File: src/rtl/action_input_ctrl_if.sv
// Button, pause and command bundle between the player input front end and the runner movement stage.
// The master side drives the keys and pause; the slave side (action_input_ctrl) returns the frame tick and move command.
interface action_input_ctrl_if;
  logic       key_big;
  logic       key_small;
  logic       key_drop;
  logic       pause;
  logic       update;
  logic [2:0] operation;
  logic       busy;
  logic [3:0] ticks_left;

  modport master (
    output key_big, key_small, key_drop, pause,
    input  update, operation, busy, ticks_left
  );

  modport slave (
    input  key_big, key_small, key_drop, pause,
    output update, operation, busy, ticks_left
  );
endinterface

File: src/rtl/action_input_ctrl.sv
// Debounces the three runner buttons, generates the frame update tick and issues one
// one-hot move command per accepted press, locking out further presses until the move ends.
module action_input_ctrl #(
  parameter int UPDATE_DIV      = 833333,
  parameter int DEBOUNCE_CYCLES = 500000,
  parameter int BIG_TICKS       = 10,
  parameter int SMALL_TICKS     = 15,
  parameter int DROP_TICKS      = 9
) (
  input  logic                clk,
  input  logic                reset,
  action_input_ctrl_if.slave  bus
);

  localparam int DIV_W = $clog2(UPDATE_DIV);
  localparam int DB_W  = $clog2(DEBOUNCE_CYCLES + 1);

  localparam logic [DIV_W-1:0] DIV_LAST = DIV_W'(UPDATE_DIV - 1);
  localparam logic [DB_W-1:0]  DB_LAST  = DB_W'(DEBOUNCE_CYCLES - 1);

  localparam logic [3:0] BIG_T   = 4'(BIG_TICKS);
  localparam logic [3:0] SMALL_T = 4'(SMALL_TICKS);
  localparam logic [3:0] DROP_T  = 4'(DROP_TICKS);

  typedef enum logic [1:0] {IDLE, ISSUE, HOLD} state_t;

  // Bit order matches the one-hot command encoding: 0 big, 1 small, 2 drop.
  logic [2:0] key_raw;
  assign key_raw = {bus.key_drop, bus.key_small, bus.key_big};

  logic [2:0]      key_p0;
  logic [2:0]      key_p1;
  logic [2:0]      level_p2;
  logic [2:0]      press_p2;
  logic [DB_W-1:0] db_cnt [3];

  // p0/p1: two-flop synchroniser; p2: debounced level and its rising-edge press pulse
  always_ff @(posedge clk or negedge reset) begin
    if (!reset) begin
      key_p0   <= '0;
      key_p1   <= '0;
      level_p2 <= '0;
      press_p2 <= '0;
      for (int i = 0; i < 3; i++) db_cnt[i] <= '0;
    end else begin
      key_p0 <= key_raw;
      key_p1 <= key_p0;
      for (int i = 0; i < 3; i++) begin
        press_p2[i] <= 1'b0;
        if (key_p1[i] == level_p2[i]) begin
          db_cnt[i] <= '0;
        end else if (db_cnt[i] == DB_LAST) begin
          db_cnt[i]   <= '0;
          level_p2[i] <= key_p1[i];
          press_p2[i] <= key_p1[i];
        end else begin
          db_cnt[i] <= db_cnt[i] + 1'b1;
        end
      end
    end
  end

  logic [DIV_W-1:0] div_cnt;
  logic             update_r;

  // Frame divider: pause holds the count so the frame phase resumes where it stopped.
  always_ff @(posedge clk or negedge reset) begin
    if (!reset) begin
      div_cnt  <= '0;
      update_r <= 1'b0;
    end else if (bus.pause) begin
      update_r <= 1'b0;
    end else begin
      update_r <= (div_cnt == DIV_LAST);
      div_cnt  <= (div_cnt == DIV_LAST) ? '0 : div_cnt + 1'b1;
    end
  end

  state_t     state, state_n;
  logic [2:0] op_r, op_n;
  logic [3:0] ticks_r, ticks_n;
  logic       fresh, fresh_n;
  logic [3:0] move_ticks;

  always_comb begin
    case (op_r)
      3'b001:  move_ticks = BIG_T;
      3'b010:  move_ticks = SMALL_T;
      default: move_ticks = DROP_T;
    endcase
  end

  always_ff @(posedge clk or negedge reset) begin
    if (!reset) begin
      state   <= IDLE;
      op_r    <= '0;
      ticks_r <= '0;
      fresh   <= 1'b0;
    end else begin
      state   <= state_n;
      op_r    <= op_n;
      ticks_r <= ticks_n;
      fresh   <= fresh_n;
    end
  end

  // fresh marks the ISSUE entry cycle, whose update pulse must not end the issue phase.
  always_comb begin
    state_n = state;
    op_n    = op_r;
    ticks_n = ticks_r;
    fresh_n = 1'b0;
    case (state)
      IDLE: begin
        if (|press_p2) begin
          state_n = ISSUE;
          fresh_n = 1'b1;
          if (press_p2[0])      op_n = 3'b001;
          else if (press_p2[1]) op_n = 3'b010;
          else                  op_n = 3'b100;
        end
      end
      ISSUE: begin
        if (update_r && !fresh) begin
          op_n = '0;
          if (move_ticks == 4'd1) begin
            state_n = IDLE;
            ticks_n = '0;
          end else begin
            state_n = HOLD;
            ticks_n = move_ticks - 4'd1;
          end
        end
      end
      HOLD: begin
        if (update_r) begin
          if (ticks_r <= 4'd1) begin
            state_n = IDLE;
            ticks_n = '0;
          end else begin
            ticks_n = ticks_r - 4'd1;
          end
        end
      end
      default: begin
        state_n = IDLE;
        op_n    = '0;
        ticks_n = '0;
      end
    endcase
  end

  assign bus.update     = update_r;
  assign bus.operation  = op_r;
  assign bus.busy       = (state != IDLE);
  assign bus.ticks_left = ticks_r;

endmodule

File: src/flat_wrapper.sv
// flat-port wrapper written by rule: the top's interface ports become plain ports
module action_input_ctrl_flat 
#(
  parameter int UPDATE_DIV      = 833333,
  parameter int DEBOUNCE_CYCLES = 500000,
  parameter int BIG_TICKS       = 10,
  parameter int SMALL_TICKS     = 15,
  parameter int DROP_TICKS      = 9
)
  (clk, reset, bus_key_big, bus_key_small, bus_key_drop, bus_pause, bus_update, bus_operation, bus_busy, bus_ticks_left);
  action_input_ctrl_if bus_i ();
  input  logic clk;
  input  logic reset;
  input wire logic [$bits(bus_i.key_big)-1:0] bus_key_big;
  input wire logic [$bits(bus_i.key_small)-1:0] bus_key_small;
  input wire logic [$bits(bus_i.key_drop)-1:0] bus_key_drop;
  input wire logic [$bits(bus_i.pause)-1:0] bus_pause;
  output wire logic [$bits(bus_i.update)-1:0] bus_update;
  output wire logic [$bits(bus_i.operation)-1:0] bus_operation;
  output wire logic [$bits(bus_i.busy)-1:0] bus_busy;
  output wire logic [$bits(bus_i.ticks_left)-1:0] bus_ticks_left;
  assign bus_i.key_big = bus_key_big;
  assign bus_i.key_small = bus_key_small;
  assign bus_i.key_drop = bus_key_drop;
  assign bus_i.pause = bus_pause;
  assign bus_update = bus_i.update;
  assign bus_operation = bus_i.operation;
  assign bus_busy = bus_i.busy;
  assign bus_ticks_left = bus_i.ticks_left;
  action_input_ctrl #(.UPDATE_DIV(UPDATE_DIV), .DEBOUNCE_CYCLES(DEBOUNCE_CYCLES), .BIG_TICKS(BIG_TICKS), .SMALL_TICKS(SMALL_TICKS), .DROP_TICKS(DROP_TICKS)) u_core (.clk(clk), .reset(reset), .bus(bus_i));
endmodule
File: config.mk
export PLATFORM = sky130hd
export DESIGN_NAME = action_input_ctrl_flat
export DESIGN_NICKNAME = d
export VERILOG_FILES = /design/src/rtl/action_input_ctrl_if.sv /design/src/rtl/action_input_ctrl.sv /design/src/flat_wrapper.sv
export SDC_FILE = /design/constraint.sdc
export NUM_CORES = 1
export LEC_CHECK = 0
export CAP_MARGIN = 5
export CORE_AREA = 4 4 110 112
export DETAILED_ROUTE_END_ITERATION = 12
export DIE_AREA = 0 0 114 116
export PLACE_DENSITY = 0.73
export SLEW_MARGIN = 20
export SYNTH_ARGS = -nofsm -noshare
export SYNTH_HDL_FRONTEND = slang
export SYNTH_SLANG_ARGS = --single-unit
File: constraint.sdc
create_clock -name clk -period 3.2 [get_ports clk]
set_input_delay 0.48 -clock clk [delete_from_list [all_inputs] [get_ports clk]]
set_output_delay 0.48 -clock clk [all_outputs]
set_load 0.02 [all_outputs]
==> results by stage, run 1 <==
Run status:
- The flow ran to the end, and the final reports show no timing, DRC or antenna violations.

Placement:
- The congestion estimate from routability-driven global placement came to 0.851.
- The instance count after placement with tap cells included is 649.
- The count of buffers inserted at the top-level ports is 14.
- The placed standard-cell area is 5270 µm².
- The HPWL after detailed placement is 6630 µm.
- The worst-case setup slack after placement is 0.729 ns.

Floorplan:
- After floorplanning, the core was sized to cover 11,200 µm².
- The number of placed I/O pins is 15.
- The starting density of the core is 44.0%.
- The die covers 13,200 µm².
- The die is 114 µm wide.
- The die is 116 µm tall.
- The floorplan row count is 39.

Layout:
- The area growth from synthesis to layout is 13.4%.
- The sequential standard cell area is 2500 µm².
- The layout has 1,017 filler cells.
- The number of standard cells in the final layout excluding fillers is 665.
- The repair_antennas step left the layout with diodes totalling 0.
- The share of post-route cells with drive strength above 1 is 9.96%.
- For this run, the post-layout net count is 533.
- Summing all multi-input logic gate instances after layout gives 2320 µm².
- The final standard cell area without fillers is 5600 µm².

Route:
- The count of unresolved DRC violations after routing is 0.
- The post-route met1 wirelength is 4450 µm.
- The count of TritonRoute iterations in the first routing pass is 4.
- The wire length on met2 is 4620 µm.
- Dividing the detail-routed via count by the number of cells gives 5.56.
- The number of DRC markers after the initial detailed-route iteration is 316.
- The top metal layer carrying routed signals is met4.
- The total detailed-routing wirelength is 9430 µm.
- The routed design uses 211 µm of met3 wire.
- The remaining antenna violation count after routing is 0.
- After detailed routing, the average wire length per cell comes to 14.2 µm.
- The via count is 3,700.

Worst setup path:
- Traced cell by cell, the critical path runs through inv_1 -> ha_1 -> inv_1 -> clkdlybuf4s50_1.
- On the critical path the largest part of the delay comes from buffers and inverters.
- The worst setup path is of the flop to output pin kind.
- STA classifies the critical path endpoint as an output pin.
- Of all nets on the critical path, the largest fanout is 7.
- In this design, the stage delay of the slowest critical-path cell is 0.65 ns.
- Counting both buffers and inverters, the worst setup path holds a total of 3.
- STA puts the critical path data required time at 2.72 ns.
- STA classifies the critical path startpoint as a flop.
- The largest individual stage delay along the critical path comes from the cell sky130_fd_sc_hd__clkdlybuf4s50_1.
- Data on the critical path arrives at its endpoint at 1.87 ns.
- Counting stages on the worst path, the most repeated cell is sky130_fd_sc_hd__inv_1.

Clock network:
- In this run, post-CTS hold repair placed 0 buffers.
- The number of setup buffers added after CTS is 0.
- The cell sitting at the root of the clock tree is a sky130_fd_sc_hd__clkbuf_16.
- The count of cells resized by post-cts repair is 0.
- The CTS tree is done.
- The number of H-tree levels is 3.
- The number of clock buffers added by TritonCTS is 9.
- The number of clock sinks is 100.
- After clock tree synthesis, the clock-pin slew on the worst setup and hold paths is 0.07 ns.
- The buffer depth of the longest clock path is 2.
- The clock reaches the later pin of the worst-skew pair after 0.34 ns.

Synth:
- The number of warnings reported in the yosys synthesis log is 0.
- The unique cell type count in the Yosys netlist is 46.
- The number of enable-type register cells in the synthesized netlist is 0.
- Synthesis handed over a netlist of 493 instances.
- The post-synthesis instance area is 4930 µm².
- The synthesis-stage register bit count is 100.
- The most used flip-flop cell after synthesis is sky130_fd_sc_hd__dfrtp_1.
- Sequential cells were found to cover 50.7% of the synthesized design area.
- The net count after synthesis is 509.
- The mean area per synthesized cell is 10.0 µm².
- The share of synthesized registers carrying an async set or reset is 100%.

Global route:
- The sum of overflow across all layers after global routing is 0.
- The global router's overall resource usage is 14.9%.
- The global-route wire length before repair is 16,300 µm.
- The initial antenna violation count is 0.
- The number of global-route vias before repair is 3,650.
- The largest net degree at the start of global routing is 50.

Hold path:
- The tightest min-delay check is of the input pin to async pin type.

Timing:
- Between clock sinks in the finished design, the worst skew comes to 0.00958 ns.
- The final number of hold-violating endpoints is 0.
- The routed design could run at a clock period as short as 2.35 ns.
- The slack of the critical path is 0.847 ns.
- The remaining max-slew budget at the tightest pin is 41.5%.
- At the pin with the least slew margin, the transition time is 0.869 ns.
- For this run, the top clock speed supported by timing is 425 MHz.
- The ratio of final minimum period to clock period is 73.5%.
- The worst hold margin is 0.137 ns.
- Setup violations remaining at the end of the flow were counted as 0.
- Setup repair after global routing left no endpoint under its margin.
- The final-report max-slew violation count is 0.
- For the final routed database, the setup TNS stands at 0 ns.

Power:
- The total power per unit cell area is 483 nW/µm².
- VDD sags by at most 0.339 mV.
- The analysis attributes to cell leakage a power of 2.24 nW.

Flow run:
- The number of max-capacitance violations reported is 0.
## logic make-up (layout without fill, tap and decap cells)
logic type | after synthesis | in the layout | share of synthesized area (%)
AND/OR/NAND/NOR | 230 | 230 | 25.7
multiplexers | 5 | 5 | 1.14
AO/OA/AOI/OAI | 71 | 71 | 9.05
flip-flops | 100 | 100 | 50.7
XOR/XNOR | 48 | 48 | 8.52
adder cells (fa/ha/maj) | 10 | 10 | 2.54
buffers and inverters | 29 | 58 | 2.33
## report_power, final
group          switching [mW]  internal [mW]  leakage, nW
sequential             0.0585           1.31         1.36
clock                   0.484          0.691        0.154
combinational          0.0949         0.0642        0.727
total                   0.638           2.07         2.24
## area by class of cell
class | instances | area share, %
clock buffer | 9 | 4.03
sequential | 100 | 44.7
timing repair buffer | 22 | 3.53
multi-input combinational | 364 | 41.4
clock inverter | 7 | 1.79
tap | 143 | 3.20
inverter | 20 | 1.34
## sequential cells by signal, summed over array words and instances, names as in the netlist
register,cells
u_core.db_cnt,57
u_core.press_p2,3
u_core.bus.operation,3
u_core.key_p0,3
u_core.key_p1,3
u_core.level_p2,3
u_core.div_cnt,20
u_core.state,2
u_core.bus.ticks_left,4
u_core.bus.update,1
u_core.fresh,1
## Yosys cell counts (all sizes together) (2+ instances only)
master	number	area (µm²)
nand4	17	119
o21bai	2	15.0
nor4	14	87.6
a211oi	2	15.0
or3	15	98.9
mux2	5	56.3
nand4b	2	17.5
buf	5	25.0
o31ai	14	110
nand3	26	140
a21oi	25	125
o21ai	17	85.1
xnor2	33	289
xor2	15	131
a22o	3	26.3
and4	3	28.8
nor2b	3	18.8
and2	3	18.8
nand2b	4	25.0
nor4b	6	52.6
nor2	53	199
o32ai	2	17.5
nand2	35	131
inv	20	75.1
clkbuf	4	15.0
ha	10	125
nand3b	4	30.0
dfrtp	100	2500
nor3b	5	37.5
and3	3	18.8
or2	8	50.1
or4	16	124
nor3	12	60.1
## per-stage QoR
step                      util [%]  total power [mW]
final                         49.9              2.70
after global routing          49.9              2.82
after CTS                     49.9              2.73
after detailed placement      47.0              1.55
after global placement        47.0              1.55
after floorplan                  -              1.48
## layout by cell type, fill, tap and decap left out, drive strengths merged, types with 2 or more instances in the layout
cell,n
inv,21
nand3,26
or3,15
o31ai,14
and4,3
or2,8
clkdlybuf4s50,13
a21oi,25
clkinvlp,2
clkinv,2
ha,10
buf,9
o32ai,2
nor3,12
clkbuf,9
nor4b,6
mux2,5
nor2b,3
xnor2,33
a22o,3
nand4b,2
and3,3
o21ai,17
xor2,15
nand2b,4
nand4,17
nor4,14
and2,3
a211oi,2
nand2,35
dfrtp,100
o21bai,2
nor2,53
or4,16
nand3b,4
bufinv,2
nor3b,5
## metal layers
| layer | GRT usage (%) | up-vias |
|---|---|---|
| met3 | 1.98 | 11 |
| met2 | 25.1 | 43 |
| met4 | 6.02 | 0 |
| li1 | - | 1820 |
| met5 | 0 | - |
| met1 | 19.4 | 1826 |
## final timing paths
check | start | to | slack, ns | cells after the start
max | u_core.state[0] | bus_busy | 0.85 | 4
max in group asynchronous | reset | u_core.db_cnt[38] | 2.22 | 2
min reg2reg | u_core.key_p0[2] | u_core.key_p1[2] | 0.35 | 0
min | reset | u_core.db_cnt[47] | 0.14 | 1
min in group clk | u_core.key_p0[2] | u_core.key_p1[2] | 0.35 | 0
max reg2reg | u_core.bus.ticks_left[0] | u_core.state[1] | 1.02 | 6
No activity file was read; power rests on OpenSTA's default activity.
==> run 2: changes to the inputs <==
==> constraint.sdc (replaced) <==
create_clock -name clk -period 2.24 [get_ports clk]
set_input_delay 0.336 -clock clk [delete_from_list [all_inputs] [get_ports clk]]
set_output_delay 0.336 -clock clk [all_outputs]
set_load 0.02 [all_outputs]
==> results by stage, run 2 (synthesized netlist as in run 1, its figures left out) <==
Run status:
- The run finished with clean final reports.

Worst setup path:
- Traced cell by cell, the critical path runs through nand3_2 -> or4_1 -> or3_2 -> a21oi_1.
- At the worst endpoint, the required time is 2.51 ns.
- STA classifies the critical path endpoint as a flop.
- The delay of the slowest cell on the worst path is 0.65 ns.
- The worst setup path is launched from a flop.
- For flop-to-flop paths, the worst setup slack is 0.25 ns.
- The arrival time reported for the critical path endpoint is 2.25 ns.
- The worst setup path is of the flop to flop kind.
- The cell family contributing the most delay on the critical path is simple AND/OR/NAND/NOR gates.
- The logic depth of the worst register-to-register path is 4.
- Among all stages on the critical path, the largest delay is contributed by sky130_fd_sc_hd__or4_1.
- Counting both buffers and inverters, the worst setup path holds a total of 0.
- The maximum fanout count along the critical path is 8.
- In this run the critical register-to-register path is launched from u_core.db_cnt[2].
- The endpoint identified for the worst register-to-register timing path is u_core.db_cnt[15].

Route:
- The first TritonRoute pass finished after 5 iterations.
- The average via count per standard cell is 5.59.
- The number of DRC markers after the initial detailed-route iteration is 264.
- The remaining antenna violation count after routing is 0.
- The wire length per cell is 13.8 µm.
- For this run, design rule violations remaining after detail routing come to 0.
- For this block, the routed nets add up to 9210 µm of wire.
- The detailed router placed 3,735 vias in this run.

Layout:
- The layout has 1,013 filler cells.
- The register with the most flip-flops in the layout has 57 of them.
- The most frequent standard cell in the layout excluding fill and tap cells is sky130_fd_sc_hd__dfrtp_1.
- Summing all multi-input logic gate instances after layout gives 2320 µm².
- The top cell types in the final layout, fill and taps aside, are 100 x sky130_fd_sc_hd__dfrtp_1, 53 x sky130_fd_sc_hd__nor2_1, 35 x sky130_fd_sc_hd__nand2_1.
- The area growth from synthesis to layout is 13.4%.
- In the final layout, flip-flops and latches occupy 2500 µm².
- The share of post-route cells with drive strength above 1 is 10.5%.
- The number of nets in the layout is 536.
- The register with the most flip-flops is u_core.db_cnt.
- The number of diodes added for antenna fixing is 0.

Clock network:
- The buffer count from post-CTS setup fixing is 0.
- TritonCTS built the clock tree.
- The later pin in the worst-skew pair is clocked with a latency of 0.35 ns.
- The number of clock sinks is 100.
- The H-tree was split into 3 levels.
- TritonCTS created 9 clock buffers.
- The cell chosen for the clock root is sky130_fd_sc_hd__clkbuf_16.
- The clock-pin slew reported for the worst setup and hold paths after clock tree synthesis is 0.08 ns.
- The longest clock path from root to sink contains 2 buffers.

Floorplan:
- The die covers 13,200 µm².
- The floorplan row count is 39.
- The number of placed I/O pins is 15.
- From left edge to right edge, the die measures 114 µm.
- The core footprint is 11,200 µm².
- The starting density of the core is 44.0%.
- The vertical extent of the die is 116 µm.

Placement:
- The post-detailed-placement half-perimeter wirelength is 6370 µm.
- Routability-driven placement finished with a final weighted congestion of 0.838.
- The count of buffers inserted at the top-level ports is 14.

Timing:
- Setup repair after global routing left no endpoint under its margin.
- Static timing analysis puts the maximum clock frequency at 504 MHz.
- The final-report max-slew violation count was 0.
- The final number of hold-violating endpoints is 0.
- In this run the tightest slew margin relative to its limit is 65.4%.
- The ratio of final minimum period to clock period is 88.6%.
- Between clock sinks in the finished design, the worst skew comes to 0.0117 ns.
- Counting I/O delays and the setup requirement, the final critical path takes 1.99 ns.
- The setup TNS after final layout is 0 ns.
- The pin slew with the least headroom to its limit is 0.519 ns.
- Setup violations remaining at the end of the flow were counted as 0.

Global route:
- The first global-routing pass estimated 16,300 µm of wire.
- Entering global routing, the biggest net connects 101 pins.
- The sum of overflow across all layers after global routing is 0.
- The number of global-route vias before repair came to 3,678.
- The initial antenna violation count is 0.
- The global router's overall resource usage is 14.7%.

Hold path:
- The path class of the tightest hold or removal check is input pin to async pin.

Power:
- The worst-case IR drop observed on VDD is 0.358 mV.
- Summed over all cells, the static leakage comes to 2.26 nW.
- The total power per unit cell area is 657 nW/µm².
- Power comes to 3.68 mW.

Flow run:
- Max-cap violations in this run came to 0.
## run 2: cell count changes in the layout (fill, tap and decap cells not counted), sizes merged
| cell | before | now |
|---|---|---|
| dlymetal6s2s | 0 | 1 |
| buf | 9 | 12 |
| bufinv | 2 | 0 |
| inv | 21 | 22 |
| clkdlybuf4s50 | 13 | 12 |
| clkinv | 2 | 3 |
## run 2: area by class of cell
| type | count | area share [%] |
|---|---|---|
| flip-flops and latches | 100 | 44.7 |
| multi-input cells | 364 | 41.4 |
| repair buffers | 25 | 4.20 |
| clock buffers | 9 | 4.03 |
| well taps | 143 | 3.20 |
| inverters | 20 | 1.34 |
| clock inverters | 7 | 1.10 |
## run 2: what timing repair did
action,CTS,global route
gates resized for setup,0,1
hold buffers,0,0
endpoints found under the setup margin,0,1
## run 2: power by group
group | leakage (nW) | total (mW) | internal [mW] | switching (mW)
sequential | 1.36 | 1.96 | 1.87 | 0.0845
combinational | 0.764 | 0.233 | 0.0969 | 0.136
clock | 0.134 | 1.48 | 0.771 | 0.714
## run 2: routing by layer
layer	vias up	wire (µm)	global-route usage [%]
met1	1825	4430	19.6
met4	0	113	5.15
li1	1832	-	-
met5	-	0	0
met3	11	257	2.14
met2	67	4410	24.8
## run 2: worst max path at each step
stage                            startpoint  depth (start not counted)                  to
final                      u_core.db_cnt[2]                          4   u_core.db_cnt[15]
after global routing      u_core.db_cnt[38]                          5   u_core.db_cnt[54]
after CTS                   u_core.state[1]                          4            bus_busy
after detailed placement  u_core.db_cnt[40]                          4   u_core.db_cnt[55]
after global placement            bus_pause                          5  u_core.div_cnt[13]
after floorplan           u_core.db_cnt[19]                          6   u_core.db_cnt[25]
## run 2: worst reg2reg max path: stages, from the launching register on
cell and delay (ns):
sky130_fd_sc_hd__dfrtp_1 0.46, sky130_fd_sc_hd__nand3_2 0.14, sky130_fd_sc_hd__or4_1 0.65, sky130_fd_sc_hd__or3_2 0.50
sky130_fd_sc_hd__a21oi_1 0.16
## run 2: stage by stage
step | utilization (%) | area (µm²) | setup WS (ns) | hold slack (ns) | std cells
3_5_place_dp | 47.3 | 5310 | 0.287 | 0.337 | 652
6_report | 49.8 | 5590 | 0.255 | 0.0173 | 668
3_3_place_gp | 47.3 | 5310 | 0.327 | 0.336 | 652
2_1_floorplan | - | 4930 | 0.276 | 0.0404 | 493
4_1_cts | 49.8 | 5590 | 0.0454 | 0.0686 | 668
5_1_grt | 49.8 | 5590 | 0.146 | 0.0828 | 668
